### src/rtl/clock_pkg.sv
// Shared constants and types for the key_filter block: key bit positions,
// channel FSM state encoding and a width helper.
package clock_pkg;

  localparam int NUM_KEYS    = 5;
  localparam int KEY_SET_MOD = 4;
  localparam int KEY_LEFT    = 3;
  localparam int KEY_RIGHT   = 2;
  localparam int KEY_UP      = 1;
  localparam int KEY_DOWN    = 0;

  // Channel FSM state, kept as plain localparam codes for legacy tools.
  typedef logic [1:0] key_state_t;
  localparam key_state_t StIdle        = 2'd0;
  localparam key_state_t StPressWait   = 2'd1;
  localparam key_state_t StHeld        = 2'd2;
  localparam key_state_t StReleaseWait = 2'd3;

  // Bits needed to hold values 0..v-1, never less than one.
  function automatic int unsigned clog2_min1(input int unsigned v);
    return (v > 1) ? $clog2(v) : 1;
  endfunction

endpackage

### src/rtl/key_filter_if.sv
// Key bundle between a keypad source and the key_filter block.
// The source drives raw levels; the filter returns debounced levels and strobes.
interface key_filter_if;
  import clock_pkg::*;

  logic [NUM_KEYS-1:0] key_raw;
  logic [NUM_KEYS-1:0] key_level;
  logic [NUM_KEYS-1:0] key_pulse;

  modport master (
    output key_raw,
    input  key_level,
    input  key_pulse
  );

  modport slave (
    input  key_raw,
    output key_level,
    output key_pulse
  );

endinterface

### src/rtl/key_filter_ch.sv
// One key channel: 2-flop synchronizer, debounce FSM with a saturating ms
// counter, registered level/pulse outputs. Optional auto-repeat timer is
// built only when KEY_AUTOREPEAT_EN is defined.
module key_filter_ch
  import clock_pkg::*;
#(
  parameter int unsigned DEBOUNCE_MS = 20
`ifdef KEY_AUTOREPEAT_EN
  ,
  parameter int unsigned REPEAT_DELAY_MS = 500,
  parameter int unsigned REPEAT_RATE_MS  = 100,
  parameter bit          REPEAT_EN       = 1'b0
`endif
) (
  input  logic clk,
  input  logic reset,
  input  logic tick_i,
  input  logic key_raw_i,
  output logic key_level_o,
  output logic key_pulse_o
);

  localparam int unsigned DbW = clog2_min1(DEBOUNCE_MS + 1);
  localparam logic [DbW-1:0] DbMax = DbW'(DEBOUNCE_MS);

  logic [1:0]     sync_q, sync_d;
  key_state_t     state_q, state_d;
  logic [DbW-1:0] db_cnt_q, db_cnt_d;
  logic [DbW-1:0] db_inc;
  logic           level_q, level_d;
  logic           pulse_q, pulse_d;
  logic           key_s;
  logic           rep_fire;

  assign key_s = sync_q[1];

  // Shift the raw key through the synchronizer.
  always_comb begin
    sync_d = {sync_q[0], key_raw_i};
  end

  // Debounce FSM; counter only advances on ms ticks and saturates at DbMax.
  always_comb begin
    state_d  = state_q;
    db_cnt_d = db_cnt_q;
    pulse_d  = 1'b0;
    db_inc   = (db_cnt_q == DbMax) ? db_cnt_q : db_cnt_q + DbW'(1);
    unique case (state_q)
      StIdle: begin
        if (key_s) begin
          state_d  = StPressWait;
          db_cnt_d = '0;
        end
      end
      StPressWait: begin
        if (!key_s) begin
          state_d  = StIdle;
          db_cnt_d = '0;
        end else if (tick_i) begin
          db_cnt_d = db_inc;
          if (db_inc == DbMax) begin
            state_d = StHeld;
            pulse_d = 1'b1;
          end
        end
      end
      StHeld: begin
        if (!key_s) begin
          state_d  = StReleaseWait;
          db_cnt_d = '0;
        end
      end
      StReleaseWait: begin
        // Returning to HELD is a glitch, never a new press.
        if (key_s) begin
          state_d = StHeld;
        end else if (tick_i) begin
          db_cnt_d = db_inc;
          if (db_inc == DbMax) begin
            state_d = StIdle;
          end
        end
      end
      default: state_d = StIdle;
    endcase
    if (rep_fire) begin
      pulse_d = 1'b1;
    end
    level_d = (state_d == StHeld) || (state_d == StReleaseWait);
  end

`ifdef KEY_AUTOREPEAT_EN
  localparam int unsigned RepMaxV = (REPEAT_DELAY_MS > REPEAT_RATE_MS) ? REPEAT_DELAY_MS
                                                                       : REPEAT_RATE_MS;
  localparam int unsigned RpW = clog2_min1(RepMaxV + 1);
  localparam logic [RpW-1:0] RepDelay = RpW'(REPEAT_DELAY_MS);
  localparam logic [RpW-1:0] RepRate  = RpW'(REPEAT_RATE_MS);

  logic [RpW-1:0] rep_cnt_q, rep_cnt_d;
  logic [RpW-1:0] rep_inc;
  logic           rep_armed_q, rep_armed_d;

  // Repeat timer: runs only in HELD, holds in RELEASE_WAIT, clears in IDLE.
  always_comb begin
    rep_cnt_d   = rep_cnt_q;
    rep_armed_d = rep_armed_q;
    rep_fire    = 1'b0;
    rep_inc     = (rep_cnt_q == '1) ? rep_cnt_q : rep_cnt_q + RpW'(1);
    if (state_q == StIdle) begin
      rep_cnt_d   = '0;
      rep_armed_d = 1'b0;
    end else if (REPEAT_EN && state_q == StHeld && key_s && tick_i) begin
      if (!rep_armed_q && rep_inc >= RepDelay) begin
        rep_fire    = 1'b1;
        rep_cnt_d   = '0;
        rep_armed_d = 1'b1;
      end else if (rep_armed_q && rep_inc >= RepRate) begin
        rep_fire  = 1'b1;
        rep_cnt_d = '0;
      end else begin
        rep_cnt_d = rep_inc;
      end
    end
  end

  // Repeat timer state.
  always_ff @(posedge clk or negedge reset) begin
    if (!reset) begin
      rep_cnt_q   <= '0;
      rep_armed_q <= 1'b0;
    end else begin
      rep_cnt_q   <= rep_cnt_d;
      rep_armed_q <= rep_armed_d;
    end
  end
`else
  assign rep_fire = 1'b0;
`endif

  // Channel state; level and pulse are registered from the next state.
  always_ff @(posedge clk or negedge reset) begin
    if (!reset) begin
      sync_q   <= '0;
      state_q  <= StIdle;
      db_cnt_q <= '0;
      level_q  <= 1'b0;
      pulse_q  <= 1'b0;
    end else begin
      sync_q   <= sync_d;
      state_q  <= state_d;
      db_cnt_q <= db_cnt_d;
      level_q  <= level_d;
      pulse_q  <= pulse_d;
    end
  end

  assign key_level_o = level_q;
  assign key_pulse_o = pulse_q;

endmodule

### src/rtl/key_filter.sv
// Five-key debouncer: shared 1 kHz tick plus one key_filter_ch per key.
// Define KEY_AUTOREPEAT_EN to add auto-repeat strobes on the up/down keys.
module key_filter
  import clock_pkg::*;
#(
  parameter int unsigned CLK_HZ          = 100000000,
  parameter int unsigned DEBOUNCE_MS     = 20,
  parameter int unsigned REPEAT_DELAY_MS = 500,
  parameter int unsigned REPEAT_RATE_MS  = 100
) (
  input  logic         clk,
  input  logic         reset,
  key_filter_if.slave  kif
);

  localparam int unsigned TickDiv = CLK_HZ / 1000;
  localparam int unsigned TickW   = clog2_min1(TickDiv);
  localparam logic [TickW-1:0] TickLast = TickW'(TickDiv - 1);

  if (DEBOUNCE_MS == 0 || REPEAT_DELAY_MS == 0 || REPEAT_RATE_MS == 0 || TickDiv == 0)
  begin : g_bad_cfg
    $error("key_filter: timing parameters must be non-zero and CLK_HZ >= 1000");
  end

  logic [TickW-1:0]    tick_cnt_q, tick_cnt_d;
  logic                tick;
  logic [NUM_KEYS-1:0] level_w;
  logic [NUM_KEYS-1:0] pulse_w;

  // Free-running ms divider; tick is high for the last count of each period.
  always_comb begin
    tick       = (tick_cnt_q == TickLast);
    tick_cnt_d = tick ? '0 : tick_cnt_q + TickW'(1);
  end

  // Tick divider state.
  always_ff @(posedge clk or negedge reset) begin
    if (!reset) begin
      tick_cnt_q <= '0;
    end else begin
      tick_cnt_q <= tick_cnt_d;
    end
  end

  for (genvar i = 0; i < NUM_KEYS; i++) begin : g_ch
    key_filter_ch #(
      .DEBOUNCE_MS     (DEBOUNCE_MS)
`ifdef KEY_AUTOREPEAT_EN
      ,
      .REPEAT_DELAY_MS (REPEAT_DELAY_MS),
      .REPEAT_RATE_MS  (REPEAT_RATE_MS),
      .REPEAT_EN       ((i == KEY_UP) || (i == KEY_DOWN))
`endif
    ) u_ch (
      .clk         (clk),
      .reset       (reset),
      .tick_i      (tick),
      .key_raw_i   (kif.key_raw[i]),
      .key_level_o (level_w[i]),
      .key_pulse_o (pulse_w[i])
    );
  end

  assign kif.key_level = level_w;
  assign kif.key_pulse = pulse_w;

endmodule

### src/flat_wrapper.sv
// flat-port wrapper written by rule: the top's interface ports become plain ports
module key_filter_flat import clock_pkg::*;
#(
  parameter int unsigned CLK_HZ          = 100000000,
  parameter int unsigned DEBOUNCE_MS     = 20,
  parameter int unsigned REPEAT_DELAY_MS = 500,
  parameter int unsigned REPEAT_RATE_MS  = 100
)
  (clk, reset, kif_key_raw, kif_key_level, kif_key_pulse);
  key_filter_if kif_i ();
  input  logic clk;
  input  logic reset;
  input wire logic [$bits(kif_i.key_raw)-1:0] kif_key_raw;
  output wire logic [$bits(kif_i.key_level)-1:0] kif_key_level;
  output wire logic [$bits(kif_i.key_pulse)-1:0] kif_key_pulse;
  assign kif_i.key_raw = kif_key_raw;
  assign kif_key_level = kif_i.key_level;
  assign kif_key_pulse = kif_i.key_pulse;
  key_filter #(.CLK_HZ(CLK_HZ), .DEBOUNCE_MS(DEBOUNCE_MS), .REPEAT_DELAY_MS(REPEAT_DELAY_MS), .REPEAT_RATE_MS(REPEAT_RATE_MS)) u_core (.clk(clk), .reset(reset), .kif(kif_i));
endmodule
### config.mk
export PLATFORM = sky130hd
export DESIGN_NAME = key_filter_flat
export DESIGN_NICKNAME = d
export VERILOG_FILES = /design/src/rtl/clock_pkg.sv /design/src/rtl/key_filter_if.sv /design/src/rtl/key_filter_ch.sv /design/src/rtl/key_filter.sv /design/src/flat_wrapper.sv
export SDC_FILE = /design/constraint.sdc
export NUM_CORES = 1
export LEC_CHECK = 0
export BUFFER_PORTS_ARGS = -buffer_cell sky130_fd_sc_hd__buf_2
export CAP_MARGIN = 20
export CORE_ASPECT_RATIO = 1.5
export CORE_MARGIN = 2
export CORE_UTILIZATION = 50
export DETAILED_ROUTE_END_ITERATION = 12
export GPL_ROUTABILITY_DRIVEN = 0
export PLACE_DENSITY = 0.8
export SLEW_MARGIN = 10
export SYNTH_ARGS = -nofsm -noshare
export SYNTH_HDL_FRONTEND = slang
export SYNTH_SLANG_ARGS = --single-unit
### constraint.sdc
create_clock -name clk -period 1.98 [get_ports clk]
set_input_delay 0 -clock clk [delete_from_list [all_inputs] [get_ports clk]]
set_output_delay 0 -clock clk [all_outputs]
set_load 0.01 [all_outputs]
* Word level (Yosys, flattened, before mapping)
Cells that the tools add are included.
** Cells by class
- $add $sub $neg :: 6
- $mul :: 0
- Divide/modulo/power cells :: 0
- $lt $le $gt $ge :: 0
- Equality and inequality tests :: 51
- Shift-type cells :: 0
- Multiplexer cells :: 101
- Bitwise gates (word level) :: 0
- Reduce and logical (&&, ||, !) cells :: 15
** Operator list (count)
- 2-to-1 mux 5 bit :: 30
- one-hot mux 5 bit (4 select lines) :: 5
- 2-to-1 mux 2 bit :: 40
- == test 5 bit, second input constant :: 10
- == test 2 bit, second input constant :: 20
- one-hot mux 2 bit (4 select lines) :: 5
- != test 2 bit, second input constant :: 15
- adder 5 x 1 -> 5 bit, second input constant :: 5
- 2-to-1 mux 1 bit :: 20
- adder 17 x 1 -> 17 bit, second input constant :: 1
- == test 17 bit, second input constant :: 1
- 2-to-1 mux 17 bit :: 1
- AND reduction 3 bit :: 5
- == test 2 x 1 -> 1 bit, second input constant :: 5
- logical NOT 2 bit :: 5
- logical OR 1 bit :: 5
** Word-level totals
- Register bits after elaboration :: 72
- Latch bits :: 0
- RAM bits :: 0
- Bits in read-only memories :: 0
- Input port bits :: 7
- Output and inout port bits :: 10
- Word-level logic and storage cells :: 199
- Memories kept :: 0

* Depth between registers and ports, before layout
Gate-level depths: netlist of run 1.
- Word-level depth :: 9
- Gate-level depth with buffers :: 8
- Gate-level depth less buffers :: 7

* Cells and area by module
A second synthesis of run 1 with hierarchy kept.
** Second synthesis, totals
- Cells, all modules :: 431
- Area, all modules :: 4137.7 um^2
** By module, submodules not included
- key_filter_ch at u_core.g_ch[0].u_ch ... :: times used 3, cells each 64, area each 630.6 um^2, seq. area each 275.3 um^2
- key_filter :: times used 1, cells each 74, area each 793.3 um^2, seq. area each 425.4 um^2
- key_filter_ch at u_core.g_ch[3].u_ch :: times used 1, cells each 86, area each 772.0 um^2, seq. area each 275.3 um^2
- key_filter_ch at u_core.g_ch[4].u_ch :: times used 1, cells each 79, area each 680.7 um^2, seq. area each 250.2 um^2

* Worst setup path after synthesis of run 1
No wires, ideal clock.
- Path type :: reg2reg
- Start point :: register u_core.g_ch[4].u_ch.db_cnt_q[0]
- End point :: register u_core.g_ch[4].u_ch.level_q
- Library setup time :: 0.128 ns
- Arrival :: 1.925 ns
- Required time :: 1.852 ns
- Path slack :: -0.072 ns
- Stages on the path, launching flop included :: 9
- Buffers on the path :: 1
- Period minus slack after synthesis :: 2.052 ns
- Path through :: dfrtp_1 buf_2 inv_1 ha_1 a21oi_1 mux2_2 or2_4 nor4_4 mux2_1
** On the way
- Word-level cells in the longest chain between the ends :: 9
- Elaborated cells on any way between the ends :: 14
- Classes of those cells :: 1 x add/sub; 4 x eq/ne; 8 x mux; 1 x reduce/logical
** RTL lines
- start, declared :: RTL line key_filter_ch.sv:28 : logic [DbW-1:0] db_cnt_q, db_cnt_d;
- start signal, assigned :: RTL line key_filter_ch.sv:151 : db_cnt_q <= db_cnt_d;
- adder 5 x 1 -> 5 bit or == test 5 bit (tied branches) :: RTL line key_filter_ch.sv:47 : db_inc = (db_cnt_q == DbMax) ? db_cnt_q : db_cnt_q + DbW'(1);
- 2-to-1 mux 5 bit * :: RTL line key_filter_ch.sv:47
- == test 5 bit * :: RTL line key_filter_ch.sv:61, key_filter_ch.sv:79
- 2-to-1 mux 2 bit (on tied branches) :: RTL line key_filter_ch.sv:79, key_filter_ch.sv:61
- 2-to-1 mux 2 bit (on tied branches) :: RTL line key_filter_ch.sv:77, key_filter_ch.sv:59
- 2-to-1 mux 2 bit (on tied branches) :: RTL line key_filter_ch.sv:75, key_filter_ch.sv:56
- one-hot mux 2 bit (4 select lines) * :: RTL line key_filter_ch.sv:48 : unique case (state_q)
- == test 2 bit :: RTL line key_filter_ch.sv:89 : level_d = (state_d == StHeld) || (state_d == StReleaseWait);
- logical OR 1 bit * :: RTL line key_filter_ch.sv:89
- net u_core.g_ch[4].u_ch.level_d :: RTL line key_filter_ch.sv:30 : logic level_q, level_d;
- end signal, assigned :: RTL line key_filter_ch.sv:152 : level_q <= level_d;
- end, declared :: RTL line key_filter_ch.sv:30
Mark *: on every way through the listed nets, which the timed path passes. The rest lies on a longest branch.
A chain may end at the register's enable or synchronous reset.

* Worst setup path in the final report of run 1
Ends and elaborated chain as after synthesis.

==> results.md, run 1 <==
* Run status: finished with violations
* Failing checks: setup timing
* Largest net degree at the start of global routing at 72
* Post-route design area at a little over 0.005 sq mm
* Core area at around 0.0080 sq mm
* I/O Pins at 17
* Final Net Count at about 480
* # port buffers at 16
* Die W at 77.5 um
* Fin worst setup slack at -41.5 ps
* Grt ovf at 0
* Vias in the first global route at roughly 3300
* Leakage at approximately 2.3 nW
* Tot GR Track Use at between 20% and 30%
* FF-to-FF End: u_core.g_ch[4].u_ch.key_level_o
* First-pass GRT wire length at approximately 15 mm
* Pre-CTS WS at -70.3 ps
* Critical Path Max Stage Delay at approximately 410 ps
* Unrepaired setup endpoints after global routing: true
* Antenna-violating nets left at 0
* Slew Limit Fails at 0
* Pre-Repair DR Iteration Count at 4
* Initial antenna violation count at 0
* Crit path capture type: register
* Yosys reg bits at 71
* EDFF count, synth at 0
* Worst Hold Class: in -> async
* Clock Path Buffers at 2
* Max-slew headroom at the worst pin at between 60% and 70%
* Dpl hpwl at 5.66 mm
* Startpoint Class: register
* Final period demand of the worst path at between 2000 and 2500 ps
* CTS clock-pin slew for the worst setup and hold paths at about 60 ps
* ANT cells at 0
* Clock Sinks at 71
* Avg Inst Size Synth at roughly 9.9 sq um
* Final Hold Fails at 0
* Commonest non-fill, non-tap cell in the layout: dfrtp_1
* Sequential element share of the synthesized area at a little over two fifths
* Syn nets at approximately 430
* Worst-Margin Slew at 493 ps
* Commonest non-fill, non-tap cells in the layout: dfrtp_1 (71), buf_4 (45), nand2_1 (34)
* Yosys warnings at 0
* Max-cap violation count at 0
* H-tree Lvls at 3
* Crit path required time at ~2200 ps
* Clock latency on the worst-skew pair at roughly 340 ps
* Crit-path slowest cell: dfrtp_1
* Placed inst area at 0.00440 sq mm
* Synthesized cell area at 0.00405 sq mm
* Share of flip-flops with an asynchronous set or reset at 100%
* Max VDD drop at 493 uV
* Synth-to-Final Area Change at 24.1%
* Pwr Density at between 600 and 700 mW/mm^2
* Worst-case reg-to-reg path depth at 7
* Die H at approximately 110 um
* Residual DRC at 0
* Critical Path AT at about 2300 ps
* Num CTS Buffers at 9
* Crit Path Max Fanout at 4
* WL/cell at between 15 and 20 um
* Worst R2R Start: u_core.g_ch[4].u_ch.db_cnt_q[0]
* Total routed wirelength at about 8.7 mm
* FMAX at ~0.49 GHz
* CP cell instances: inv_1 > ha_2 > a21oi_2 > mux2_4 > or2_4 > nor4_4 > mux2_1
* Most used DFF post-synth: dfrtp_1
* Share of cells above drive strength 1 at 28.6%
* Vias per cell at around 5.7
* Netlist cell types at 65
* Std-Cell Rows at 40
* Crit Path Class: reg -> reg
* Initial core utilization at between 50% and 60%
* CTS tree: built
* Root Buffer: clkbuf_16
* Setup slack, reg-to-reg at -40 ps
* Die footprint at 0.00885 sq mm
* Clock Skew at ~4.2 ps
* Setup Viol. Count Final at 2
* Synthesized instance count at between 400 and 500
* Routed via count at ~3300
* Final cycle utilization of the critical path at 102%
* Initial DRC Count at 321
[worst max-delay path: cells and delay by family, from the launching register on]
| family | cells | cell delay, ps |
|---|---|---|
| AO/OA/AOI/OAI | 1 | 60 |
| flip-flops | 1 | 410 |
| AND/OR/NAND/NOR | 2 | 500 |
| adder cells (fa/ha/maj) | 1 | 200 |
| buffers and inverters | 1 | 80 |
| multiplexers | 2 | 640 |
[flip-flops by register name (all words and copies together), names as in the netlist]
name                          flops
u_core.g_ch.u_ch.state_q          9
u_core.g_ch.u_ch.db_cnt_q        25
u_core.g_ch.u_ch.key_level_o      5
u_core.tick_cnt_q                17
u_core.g_ch.u_ch.sync_q          10
u_core.g_ch.u_ch.key_pulse_o      5
[power by group]
part	total, mW	switching (mW)	internal (mW)
combinational	0.0936	0.0575	0.0361
sequential	1.50	0.0296	1.47
clock	1.62	0.615	1.00
total	3.21	0.702	2.50
[cells in the mapped netlist (7+ instances only)]
library cell	n	area, sq um
buf_2	8	40.0
a211o_1	7	61.3
a22o_1	7	61.3
nand3_1	25	125
xor2_1	13	114
clkbuf_1	14	52.6
xnor2_1	13	114
a21oi_1	20	100
buf_4	10	75.1
dfrtp_1	71	1780
ha_1	11	138
nand2_1	34	128
o21ai_0	23	115
nor2_1	24	90.1
mux2_2	8	90.1
inv_1	15	56.3
[final cells by class]
class	count	area, sq um
repair buffers	70	527
multi-input cells	293	2240
fillers	601	2930
flip-flops and latches	71	1780
clock buffers	10	239
well taps	105	131
inverters	15	56.3
clock inverters	6	60.1
[through the flow]
stage	std cells	hold WS [ps]	power (mW)	TNS (ps)	utilization [%]
2_1_floorplan	411	-296	1.55	-51.7	-
3_3_place_gp	539	33.4	1.60	-17.9	55.3
3_5_place_dp	539	40.0	1.60	-272	55.3
4_1_cts	566	223	3.23	-6.27	60.8
5_1_grt	570	254	3.32	-346	63.2
6_report	570	187	3.21	-56.1	63.2
[cell families (layout without fill, tap and decap cells)]
| logic type | Yosys count | after routing | share of synthesized area, % |
|---|---|---|---|
| adder cells (fa/ha/maj) | 11 | 11 | 3.40 |
| buffers and inverters | 47 | 101 | 5.53 |
| AO/OA/AOI/OAI | 89 | 89 | 14.8 |
| AND/OR/NAND/NOR | 151 | 151 | 22.3 |
| flip-flops | 71 | 71 | 43.9 |
| multiplexers | 16 | 16 | 4.51 |
| XOR/XNOR | 26 | 26 | 5.62 |
[routing by layer]
metal / part of all wire [%] / up-vias / GRT usage, %
li1: - / 1578 / -
met1: 41 / 1591 / 23.7
met5: 0 / - / 0
met4: 3.1 / 0 / 11.1
met2: 53 / 70 / 37.6
met3: 2.9 / 23 / 3.47
[worst max path at each step]
stage,startpoint,to,slack [ps]
2_1_floorplan,u_core.g_ch[1].u_ch.db_cnt_q[0],u_core.g_ch[1].u_ch.key_level_o,-50
3_3_place_gp,u_core.g_ch[0].u_ch.db_cnt_q[1],u_core.g_ch[0].u_ch.state_q[1],-10
3_5_place_dp,u_core.g_ch[0].u_ch.db_cnt_q[1],u_core.g_ch[0].u_ch.state_q[1],-70
4_1_cts,u_core.g_ch[1].u_ch.db_cnt_q[0],u_core.g_ch[1].u_ch.key_level_o,-6
5_1_grt,u_core.g_ch[4].u_ch.db_cnt_q[0],u_core.g_ch[4].u_ch.key_level_o,-110
6_report,u_core.g_ch[4].u_ch.db_cnt_q[0],u_core.g_ch[4].u_ch.key_level_o,-40
[what timing repair did]
item,in CTS,in global routing
pin swaps,4,7
buffers inserted,5,4
hold endpoints to repair,76,0
hold buffers,6,0
gates resized for setup,10,42
endpoints found under the setup margin,9,18
gates cloned,0,0
No activity file was read; power rests on OpenSTA's default activity.
==> run 2: changes to the inputs <==
==> constraint.sdc (replaced) <==
create_clock -name clk -period 1.98 [get_ports clk]
set_input_delay 0.198 -clock clk [delete_from_list [all_inputs] [get_ports clk]]
set_output_delay 0.198 -clock clk [all_outputs]
set_load 0.01 [all_outputs]
==> results.md, run 2 (same netlist as run 1, synthesis figures left out) <==
* Run status: finished with violations
* Failing checks: setup timing
* # port buffers at 16 (unchanged)
* Switching share of power at 21.6% (-0.34 points)
* ANT cells at 0 (unchanged)
* WL/cell at 16.0 um (+4.9%)
* Die footprint at 0.00885 sq mm (unchanged)
* Routed via count at 3340 (+2.4%)
* Largest net degree at the start of global routing at 42 (-42%)
* FMAX at 0.502 GHz (+1.4%)
* Critical Path Max Stage Delay at 420 ps (about the same)
* Fin worst setup slack at -13.6 ps (+27.8 ps)
* Final period demand of the worst path at 1990 ps (-27.8 ps)
* Finished Layout Cells at 572 (+0.35%)
* Residual DRC at 0 (unchanged)
* Share of cells above drive strength 1 at 30.4% (+1.8 points)
* Post-route design area at 0.00509 sq mm (+1.2%)
* Crit-path slowest cell: dfrtp_1
* Tot GR Track Use at 21.0% (+0.060 points)
* Power share of the sequential group at 44.4% (-2.3 points)
* First-pass GRT wire length at 14.7 mm (-0.47%)
* Dpl hpwl at 5.89 mm (+4.0%)
* Initial antenna violation count at 0 (unchanged)
* Met1 Wirelength at 3.72 mm (+5.7%)
* DR top layer: met4
* Crit Path Class: reg -> reg
* Startpoint Class: register
* Initial core utilization at 50.9% (unchanged)
* Worst R2R Start: u_core.g_ch[3].u_ch.db_cnt_q[0]
* Sw power at 727 uW (+3.6%)
* Root Buffer: clkbuf_16
* Worst-Margin Slew at 506 ps (+12.5 ps)
* H-tree Lvls at 3 (unchanged)
* Comb power frac at 2.8% (about the same)
* Metal3 WL at 246 um (-1.2%)
* Num CTS Buffers at 9 (unchanged)
* Clock Skew at 5.54 ps (+1.36 ps)
* Worst Hold Class: in -> async
* Pwr Density at 663 mW/mm^2 (+3.9%)
* CP cell instances: inv_1 > ha_2 > a21oi_2 > mux2_4 > nor4b_4 > and3_4 > mux2_4
* Std-Cell Rows at 40 (unchanged)
* Final Hold Fails at 0 (unchanged)
* Total routed wirelength at 9.13 mm (+5.3%)
* Fill cell count at 581 (-3.3%)
* Max VDD drop at 496 uV (+0.64%)
* Unrepaired setup endpoints after global routing: true
* CTS tree: built
* Slew Limit Fails at 0 (unchanged)
* Leakage at 2.35 nW (+1.5%)
* Antenna-violating nets left at 0 (unchanged)
* Crit Path Max Fanout at 4 (unchanged)
* WL met2 at 4.89 mm (+5.7%)
* Dpl cells at 539 (unchanged)
* Hold WS at 335 ps (+148 ps)
* Crit path capture type: register
* Total Power at 3.37 mW (+5.2%)
* Die H at 114 um (unchanged)
* Final Net Count at 480 (+0.42%)
* Commonest non-fill, non-tap cells in the layout: dfrtp_1 (71), buf_4 (49), nand2_1 (34)
* FF-to-FF End: u_core.g_ch[3].u_ch.key_level_o
* Crit path required time at 2210 ps (about the same)
* Max-slew headroom at the worst pin at 66.0% (-0.84 points)
* Placed inst area at 0.00440 sq mm (unchanged)
* Worst-case reg-to-reg path depth at 7 (unchanged)
* I/O Pins at 17 (unchanged)
* Clock Path Buffers at 2 (unchanged)
* Worst path most repeated cell: mux2_4
* Biggest register: u_core.g_ch.u_ch.db_cnt_q
* Critical Path AT at 2220 ps (-30 ps)
* Final cycle utilization of the critical path at 101% (-1.4 points)
* Util after Layout at 64.0% (+0.77 points)
* Clock Sinks at 71 (unchanged)
* Pre-Repair DR Iteration Count at 4 (unchanged)
* Top flop regs: u_core.g_ch.u_ch.db_cnt_q (25), u_core.tick_cnt_q (17), u_core.g_ch.u_ch.sync_q (10)
* Sequential cell area at 0.00178 sq mm (unchanged)
* Max FFs per register at 25 (unchanged)
* Commonest non-fill, non-tap cell in the layout: dfrtp_1
* Clk pwr share at 52.8% (+2.4 points)
* Max-cap violation count at 0 (unchanged)
* Setup slack, reg-to-reg at -10 ps (+30 ps)
* CTS clock-pin slew for the worst setup and hold paths at 60 ps (about the same)
* Die W at 77.5 um (unchanged)
* Vias in the first global route at 3293 (+1.1%)
* P_int at 2.65 mW (+5.6%)
* Setup Viol. Count Final at 3 (+1)
* Area taken by multi-input logic gates at 0.00226 sq mm (+1.1%)
* Clock latency on the worst-skew pair at 340 ps (about the same)
* Core area at 0.00796 sq mm (unchanged)
* Synth-to-Final Area Change at 25.6%
* Initial DRC Count at 203 (-37%)
* Vias per cell at 5.84 (+2.0%)
* Grt ovf at 0 (unchanged)
[run 2: final cells by class]
cell class	count	share of cell area [%]
Clock buffer	10	4.70
Clock inverter	6	1.77
Inverter	15	1.11
Multi-Input combinational cell	293	44.4
Sequential cell	71	34.9
Tap cell	105	2.58
Timing Repair Buffer	72	10.5
[run 2: routing by layer]
| metal | GRT usage (%) | up-vias |
|---|---|---|
| li1 | - | 1585 |
| met1 | 24.1 | 1661 |
| met2 | 36.2 | 71 |
| met3 | 4.02 | 23 |
| met4 | 12.6 | 0 |
| met5 | 0 | - |
[run 2: critical path, delay by kind of cell, from the launching register on]
| kind | cells | cell delay, ps |
|---|---|---|
| flip-flops | 1 | 420 |
| multiplexers | 2 | 600 |
| adder cells (fa/ha/maj) | 1 | 180 |
| AO/OA/AOI/OAI | 1 | 50 |
| buffers and inverters | 1 | 80 |
| AND/OR/NAND/NOR | 2 | 550 |
[run 2: through the flow]
step / setup slack (ps) / setup TNS [ps]
after global placement: -10.7 / -20.1
after global routing: -73.2 / -374
after CTS: -7.84 / -7.84
after detailed placement: -41.2 / -150
final: -13.6 / -37.5
after floorplan: -51.7 / -51.7
[run 2: power groups by stage]
| stage | Combinational [mW] | Clock, mW | Sequential [mW] |
|---|---|---|---|
| finish | 0.0947 | 1.78 | 1.50 |
| global route | 0.108 | 1.88 | 1.50 |
| CTS | 0.0938 | 1.81 | 1.49 |
| detailed placement | 0.0834 | 0 | 1.52 |
| global placement | 0.0803 | 0 | 1.52 |
| floorplan | 0.0513 | 0 | 1.50 |
[run 2: worst max path at each step]
stage | start | endpoint | cells past startpoint
2_1_floorplan | u_core.g_ch[1].u_ch.db_cnt_q[0] | u_core.g_ch[1].u_ch.key_level_o | 7
3_3_place_gp | u_core.g_ch[0].u_ch.db_cnt_q[1] | u_core.g_ch[0].u_ch.state_q[1] | 7
3_5_place_dp | u_core.g_ch[3].u_ch.db_cnt_q[1] | u_core.g_ch[3].u_ch.state_q[1] | 7
4_1_cts | u_core.g_ch[4].u_ch.db_cnt_q[1] | u_core.g_ch[4].u_ch.key_level_o | 7
5_1_grt | u_core.g_ch[4].u_ch.db_cnt_q[1] | u_core.g_ch[4].u_ch.state_q[1] | 7
6_report | u_core.g_ch[3].u_ch.db_cnt_q[0] | u_core.g_ch[3].u_ch.key_level_o | 7
[run 2: timing repair]
action,CTS,global route
hold buffers,6,0
endpoints found under the hold margin,35,0
setup buffers,3,8
resized for setup,11,44
endpoints found under the setup margin,9,15
pin swaps,3,10
